## config.mk

```make
export PLATFORM = sky130hd
export DESIGN_NAME = irq_pending_ctrl
export DESIGN_NICKNAME = d
export VERILOG_FILES = /design/src/rtl/irq_pkg.sv /design/src/rtl/irq_prio_sel.sv /design/src/rtl/irq_pending_ctrl.sv
export SDC_FILE = /design/constraint.sdc
export NUM_CORES = 1
export LEC_CHECK = 0
export ABC_CLOCK_PERIOD_IN_PS = 1700
export BUFFER_PORTS_ARGS = -buffer_cell sky130_fd_sc_hd__buf_2
export CORE_ASPECT_RATIO = 0.8
export CORE_MARGIN = 2
export CORE_UTILIZATION = 44
export DETAILED_ROUTE_END_ITERATION = 8
export PLACE_DENSITY = 0.76
export SLEW_MARGIN = 20
export SYNTH_ARGS = -nofsm -noshare
export SYNTH_HDL_FRONTEND = slang
export SYNTH_SLANG_ARGS = --single-unit
```

## constraint.sdc

```tcl
create_clock -name clk -period 1.7 [get_ports clk]
set_clock_uncertainty 0.05 [all_clocks]
set_input_delay 0.255 -clock clk [delete_from_list [all_inputs] [get_ports clk]]
set_output_delay 0.255 -clock clk [all_outputs]
set_load 0.03 [all_outputs]
```

## src/rtl/irq_pkg.sv

```systemverilog
// Shared defaults and state encoding for the interrupt pending controller.
package irq_pkg;

    localparam int IRQ_N    = 8;
    localparam int IRQ_ID_W = 3;

    typedef enum logic [1:0] {
        IDLE = 2'd0,
        REQ  = 2'd1,
        SERV = 2'd2
    } irq_state_t;

endpackage

```

## src/rtl/irq_prio_sel.sv

```systemverilog
// Combinational highest-index select over an N-bit request vector.
module irq_prio_sel #(
    parameter int N    = 8,
    parameter int ID_W = 3
) (
    input  logic [N-1:0]    i_req,
    output logic [ID_W-1:0] o_id,
    output logic            o_any
);

    // Ascending scan: the last set bit seen is the highest index.
    always_comb begin
        o_id  = '0;
        o_any = 1'b0;
        for (int i = 0; i < N; i++) begin
            if (i_req[i]) begin
                o_id  = ID_W'(i);
                o_any = 1'b1;
            end
        end
    end

endmodule

```

## src/rtl/irq_pending_ctrl.sv

```systemverilog
// Interrupt front end: pending capture, masked priority select, valid/ack + EOI lock.
// Optional build macro IRQ_EDGE_DETECT_EN selects rising-edge capture instead of level capture.
module irq_pending_ctrl
    import irq_pkg::*;
#(
    parameter int N    = IRQ_N,
    parameter int ID_W = IRQ_ID_W
) (
    input  logic            clk,
    input  logic            rst,
    input  logic            en,
    input  logic [N-1:0]    irq_in,
    input  logic [N-1:0]    irq_mask,
    input  logic            irq_ack,
    input  logic            eoi,
    output logic            irq_valid,
    output logic [ID_W-1:0] irq_id,
    output logic [N-1:0]    pending,
    output logic            busy
);

    irq_state_t      r_state;
    irq_state_t      w_state_nxt;
    logic [N-1:0]    r_pending;
    logic [ID_W-1:0] r_id;
    logic [N-1:0]    w_set;
    logic [N-1:0]    w_clr;
    logic [ID_W-1:0] w_sel;
    logic            w_any;
    logic            w_load;

`ifdef IRQ_EDGE_DETECT_EN
    logic [N-1:0] r_irq_d;

    always_ff @(posedge clk or posedge rst) begin
        if (rst) r_irq_d <= '0;
        else     r_irq_d <= irq_in;
    end

    assign w_set = irq_in & ~r_irq_d;
`else
    assign w_set = irq_in;
`endif

    irq_prio_sel #(
        .N    (N),
        .ID_W (ID_W)
    ) u_sel (
        .i_req (r_pending & ~irq_mask),
        .o_id  (w_sel),
        .o_any (w_any)
    );

    // Ack clears only the presented bit; a same-cycle set wins because it is OR-ed in last.
    assign w_clr = (r_state == REQ && irq_ack) ? ({{(N-1){1'b0}}, 1'b1} << r_id) : '0;

    always_ff @(posedge clk or posedge rst) begin
        if (rst) r_pending <= '0;
        else     r_pending <= (r_pending & ~w_clr) | w_set;
    end

    always_ff @(posedge clk or posedge rst) begin
        if (rst)         r_id <= '0;
        else if (w_load) r_id <= w_sel;
    end

    always_ff @(posedge clk or posedge rst) begin
        if (rst) r_state <= IDLE;
        else     r_state <= w_state_nxt;
    end

    always_comb begin
        w_state_nxt = r_state;
        w_load      = 1'b0;
        case (r_state)
            IDLE: begin
                if (en && w_any) begin
                    w_state_nxt = REQ;
                    w_load      = 1'b1;
                end
            end
            REQ:     if (irq_ack) w_state_nxt = SERV;
            SERV:    if (eoi)     w_state_nxt = IDLE;
            default: w_state_nxt = IDLE;
        endcase
    end

    always_comb begin
        irq_valid = (r_state == REQ);
        busy      = (r_state != IDLE);
        irq_id    = r_id;
        pending   = r_pending;
    end

endmodule

```

After elaboration in Yosys (flattened, before gate mapping) --
Cells that the tools add are included.
Cells by class: mux-type cells 22, reduce and logical (&&, ||, !) cells 5, bitwise logic cells 5, equality and inequality tests 5, shift-type cells 1
Operators by type and width (count):
- 8-bit AND | 2
- 8-bit inverter | 2
- 3-bit 2-to-1 mux | 4
- 1-bit 2-to-1 mux | 11
- 2-bit 2-to-1 mux | 5
- 8-bit 2-to-1 mux | 1
- 8-bit bitwise OR | 1
- 1-bit by 3-bit << shifter with 8-bit output, first input constant | 1
- 2-bit inequality test, second input constant | 3
- 2-bit case mux with 3 select lines | 1
- 3-bit AND reduction | 1
- 2-bit by 1-bit == test with 1-bit output, second input constant | 1
- 2-bit == test, second input constant | 1
- 1-bit logical AND | 2
- 2-bit logical NOT | 1
- 2-bit nonzero test | 1
Storage, ports and cells: register bits after elaboration 13, word-level logic and storage cells 41, output and inout port bits 13, input bits 21

Longest topological paths before layout --
depth in word-level cells 13, mapped depth 5, mapped depth without buffers 5

Modules after synthesis --
Synthesis repeated with hierarchy kept, for this count alone.
Unflattened totals: cells, all modules 72, area, all modules 696.9 um2
Modules (own cells, without submodules):
- irq_pending_ctrl | cells an instance 60, area an instance 639.4 um2, instances 1, sequential area each 325.3 um2
- irq_prio_sel | cells an instance 12, area an instance 57.6 um2, instances 1, sequential area each 0.0 um2

Least setup slack after synthesis --
No wires, ideal clock.
path type flip-flop to flip-flop, start register r_pending[3] (netlist: pending[3]), end register r_id[2] (netlist: irq_id[2]), cell stages (with the launch flop) 5, required time 1525 ps, data arrival time 1464 ps, setup slack 61 ps, library setup time 125 ps, clock period less this slack 1639 ps, cells stage by stage dfrtp_1 nor2b_1 nand2b_4 o311ai_4 mux2_4
On the way: cells in the longest elaborated chain, start to end 9
Ends and longest elaborated chain:
- start, declared | RTL line irq_pending_ctrl.sv:24 | logic [N-1:0] r_pending;
- start signal, assigned | RTL line irq_pending_ctrl.sv:59 | else r_pending <= (r_pending & ~w_clr) | w_set;
- 8-bit AND | RTL line irq_pending_ctrl.sv:49 | .i_req (r_pending & ~irq_mask),
- 1-bit 2-to-1 mux (5 in a row) | RTL line irq_prio_sel.sv:16 | if (i_req[i]) begin
- 1-bit logical AND | RTL line irq_pending_ctrl.sv:77 | if (en && w_any) begin
- 1-bit 2-to-1 mux | RTL line irq_pending_ctrl.sv:77
- 1-bit 2-to-1 mux | RTL line irq_pending_ctrl.sv:75 | case (r_state)
- end signal, assigned | RTL line irq_pending_ctrl.sv:64 | else if (w_load) r_id <= w_sel;
- end, declared | RTL line irq_pending_ctrl.sv:25 | logic [ID_W-1:0] r_id;
Every way passes these cells. A chain may end at the register's enable or synchronous reset.

Worst setup path in the final report --
start register r_pending[6] (netlist: pending[6]), end register r_id[2] (netlist: irq_id[2])
On the way: cells in the longest elaborated chain, start to end 6, elaborated cells between the ends (all ways) 8, those cells by class mux (6); bitwise (1); reduce/logical (1)
Ends and longest elaborated chain (RTL line):
- 8-bit AND (*) | irq_pending_ctrl.sv:49
- 1-bit 2-to-1 mux (2 in a row) | irq_prio_sel.sv:16
- 1-bit logical AND | irq_pending_ctrl.sv:77
- 1-bit 2-to-1 mux | irq_pending_ctrl.sv:77
- 1-bit 2-to-1 mux | irq_pending_ctrl.sv:75
Every way passes the cells marked *; elsewhere a longest branch is shown, timed or not.

==> impl_metrics.json <==
{
  "critical-path-max-stage-delay_ps": 430,
  "grt_use_total": 0.170,
  "tritoncts": "yes",
  "post-cts-setup-buffers": 0,
  "outcome": "complete, no violations",
  "synth_area_um2": 724,
  "drtPass1Iterations": 4,
  "initial_cell_density_of_the_core": 0.459,
  "first_global_vias": 567,
  "grt_antenna_before_repair": 0,
  "antennaDiodeCount": 0,
  "clockRootBuffer": "sky130_fd_sc_hd__clkbuf_4",
  "final-setup-viol-count": 0,
  "cp-start-kind": "register",
  "critPathMaxFanout": 4,
  "place_congestion": 0.796,
  "yosysSeqAreaShare": 0.449,
  "path_cells": "nand2b_4, nand4_4, o311ai_4, mux2_4",
  "num-nets-final": 124,
  "period_minus_slack_ps": 1550,
  "static-leakage-power_nw": 0.432,
  "dp.final_hpwl_um": 1200,
  "buffer_ports.inserted": 33,
  "cp.buffers_inverters": 0,
  "avg_wl_per_cell_um": 11.6,
  "layout.area.seq_um2": 325,
  "synth_cells": 66,
  "critPathKind": "reg2reg",
  "die_w_um": 49.4,
  "fin_setup_tns_ps": 0,
  "cts.htree.levels": 1,
  "yosys.area_share.simple": 0.285,
  "setup_repair_after_global_routing_missed_its_margin": "no",
  "worst_slew_pin_slew_ps": 510,
  "fin_crit_sh": 0.914,
  "max_clock_freq_mhz": 643,
  "multi_input_comb_area_um2": 369,
  "dominant_combinational_cell_family_by_area_after_synthesis": "simple AND/OR/NAND/NOR gates",
  "cts_made_buffers": 3,
  "worst-endpoint-arrival_ps": 1670,
  "layout-drive-gt1-share": 0.461,
  "dr_total_vias": 611,
  "path_delay_family": "flip-flops",
  "timing.critical_path.required_ps": 1810,
  "viasPerCell": 4.93,
  "drt_wl_total_um": 1440,
  "synth.area.mux_share": 0.0553,
  "yosys.area_share.adder": 0,
  "max-slew-margin-rel": 0.660,
  "cp_slowest_cell": "sky130_fd_sc_hd__dfrtp_1",
  "slew_viol_final": 0,
  "drt-initial-drc-count": 14,
  "grt_overflow": 0,
  "register_to_register_setup_slack_ps": 150,
  "grt_start_max_net_pins": 14,
  "cts_max_path_buffers": 2,
  "area_delta_synth_final_pct": 30.6,
  "avgSynthCellArea_um2": 11.0,
  "die_area_um2": 1990,
  "ys_types": 25,
  "flop_and_latch_count_out_of_synthesis": 13,
  "power.ir.vdd_worst_v": 0.000568,
  "synth.net_count": 87,
  "worst_setup_path_end_kind": "register",
  "yosys_warnings": 0,
  "drv.max_cap_violation_count": 0,
  "drc_violations_left": 0,
  "clk_pin_slew_ps": 80,
  "filler_instances": 161,
  "final_antenna_net_count": 0,
  "synth_xor_area_frac": 0,
  "core.rowCount": 13,
  "clock_sink_count": 13,
  "pin_count": 34,
  "synth_compound_area_frac": 0.169,
  "clk_latency_ps": 270,
  "timing_hold_violations_final": 0,
  "ctsResizeCount": 0,
  "die_h_um": 40.3,
  "grt_first_pass_wirelength_um": 2380,
  "tightest_hold_check_type": "in2reg",
  "core_area_um2": 1580,
  "final_util": 0.600,
  "pwr_density_cell_nw_per_um2": 1200
}
==> cell families (layout without fill, tap and decap cells) <==
logic type | count (synthesis) | count (layout)
AND/OR/NAND/NOR | 27 | 27
AO/OA/AOI/OAI | 15 | 15
flip-flops | 13 | 13
buffers and inverters | 8 | 44
multiplexers | 3 | 3
==> path summary, 6_finish.rpt <==
| check | to | cells after the start | from |
|---|---|---|---|
| max | irq_id[2] | 4 | pending[6] |
| min | pending[1] | 2 | irq_in[1] |
| max reg2reg | irq_id[2] | 4 | pending[6] |
| min reg2reg | pending[3] | 1 | pending[3] |
| max in group asynchronous | pending[5] | 3 | rst |
| min in group asynchronous | pending[7] | 3 | rst |
==> cell usage in the layout, fill, tap and decap left out, drive strengths merged <==
cell type / netlist / final
o311ai: 1 / 1
inv: 6 / 6
a21o: 6 / 6
mux2: 2 / 2
or2b: 1 / 1
nor2b: 1 / 1
a22o: 1 / 1
o211ai: 1 / 1
or3b: 2 / 2
nand3b: 3 / 3
buf: 0 / 33
nor2: 3 / 3
o21ai: 3 / 3
nand4: 1 / 1
o31ai: 1 / 1
dfrtp: 13 / 13
dlygate4sd3: 0 / 1
nand2b: 10 / 10
nand3: 2 / 2
a31oi: 2 / 2
mux2i: 1 / 1
nand2: 4 / 4
clkbuf: 2 / 4
==> state kept, by name, indices dropped and copies added, names as in the netlist <==
| name | cells |
|---|---|
| irq_id | 3 |
| pending | 8 |
| r_state | 2 |
==> repair_timing <==
action	4_1_cts	5_1_grt
hold buffers	1	0
hold endpoints to repair	13	0
setup endpoints to repair	0	0
==> cell type report <==
class | instances | share of cell area
tap | 22 | 0.0291
timing repair buffer | 34 | 0.185
inverter | 6 | 0.0238
sequential | 13 | 0.344
multi-input combinational | 45 | 0.390
clock buffer | 4 | 0.0278
==> cell usage after synthesis (all sizes together) <==
cell    count  area share
or3b        2       0.024
clkbuf      2       0.010
nand2b     10        0.12
inv         6       0.031
a22o        1       0.012
nand2       4       0.021
or2b        1       0.010
mux2        2       0.041
nand3b      3       0.031
a21o        6       0.062
a31oi       2       0.017
nor2b       1      0.0086
mux2i       1       0.014
o31ai       1       0.010
dfrtp      13        0.45
o21ai       3       0.021
nand4       1       0.029
o211ai      1       0.010
nor2        3       0.016
o311ai      1       0.036
nand3       2       0.021
==> layer usage <==
metal / global-route usage / wire length (um) / part of all wire / vias to the layer above
met1: 0.190 / 623 / 0.43 / 286
met5: 0 / 0 / 0 / -
met4: 0.0714 / 21 / 0.015 / 0
met3: 0.0709 / 110 / 0.077 / 2
met2: 0.297 / 680 / 0.47 / 22
li1: - / - / - / 301
==> report_power, final <==
| group | total [W] | switching, W | internal (W) |
|---|---|---|---|
| Combinational | 0.000484 | 0.000290 | 0.000194 |
| Clock | 0.000188 | 0.0000971 | 0.0000909 |
| Sequential | 0.000459 | 0.0000889 | 0.000370 |
==> per-stage QoR <==
step | setup slack [ps] | area (um2) | power, W | hold WS, ps | cells
2_1_floorplan | 61.3 | 724 | 0.000822 | 82.0 | 66
3_3_place_gp | 206 | 910 | 0.000948 | 252 | 119
3_5_place_dp | 147 | 910 | 0.000951 | 264 | 119
4_1_cts | 135 | 946 | 0.00114 | 94.3 | 124
5_1_grt | 74.6 | 946 | 0.00121 | 94.9 | 124
6_report | 146 | 946 | 0.00113 | 103 | 124
Note: power is estimated with default switching activity, not from simulation.
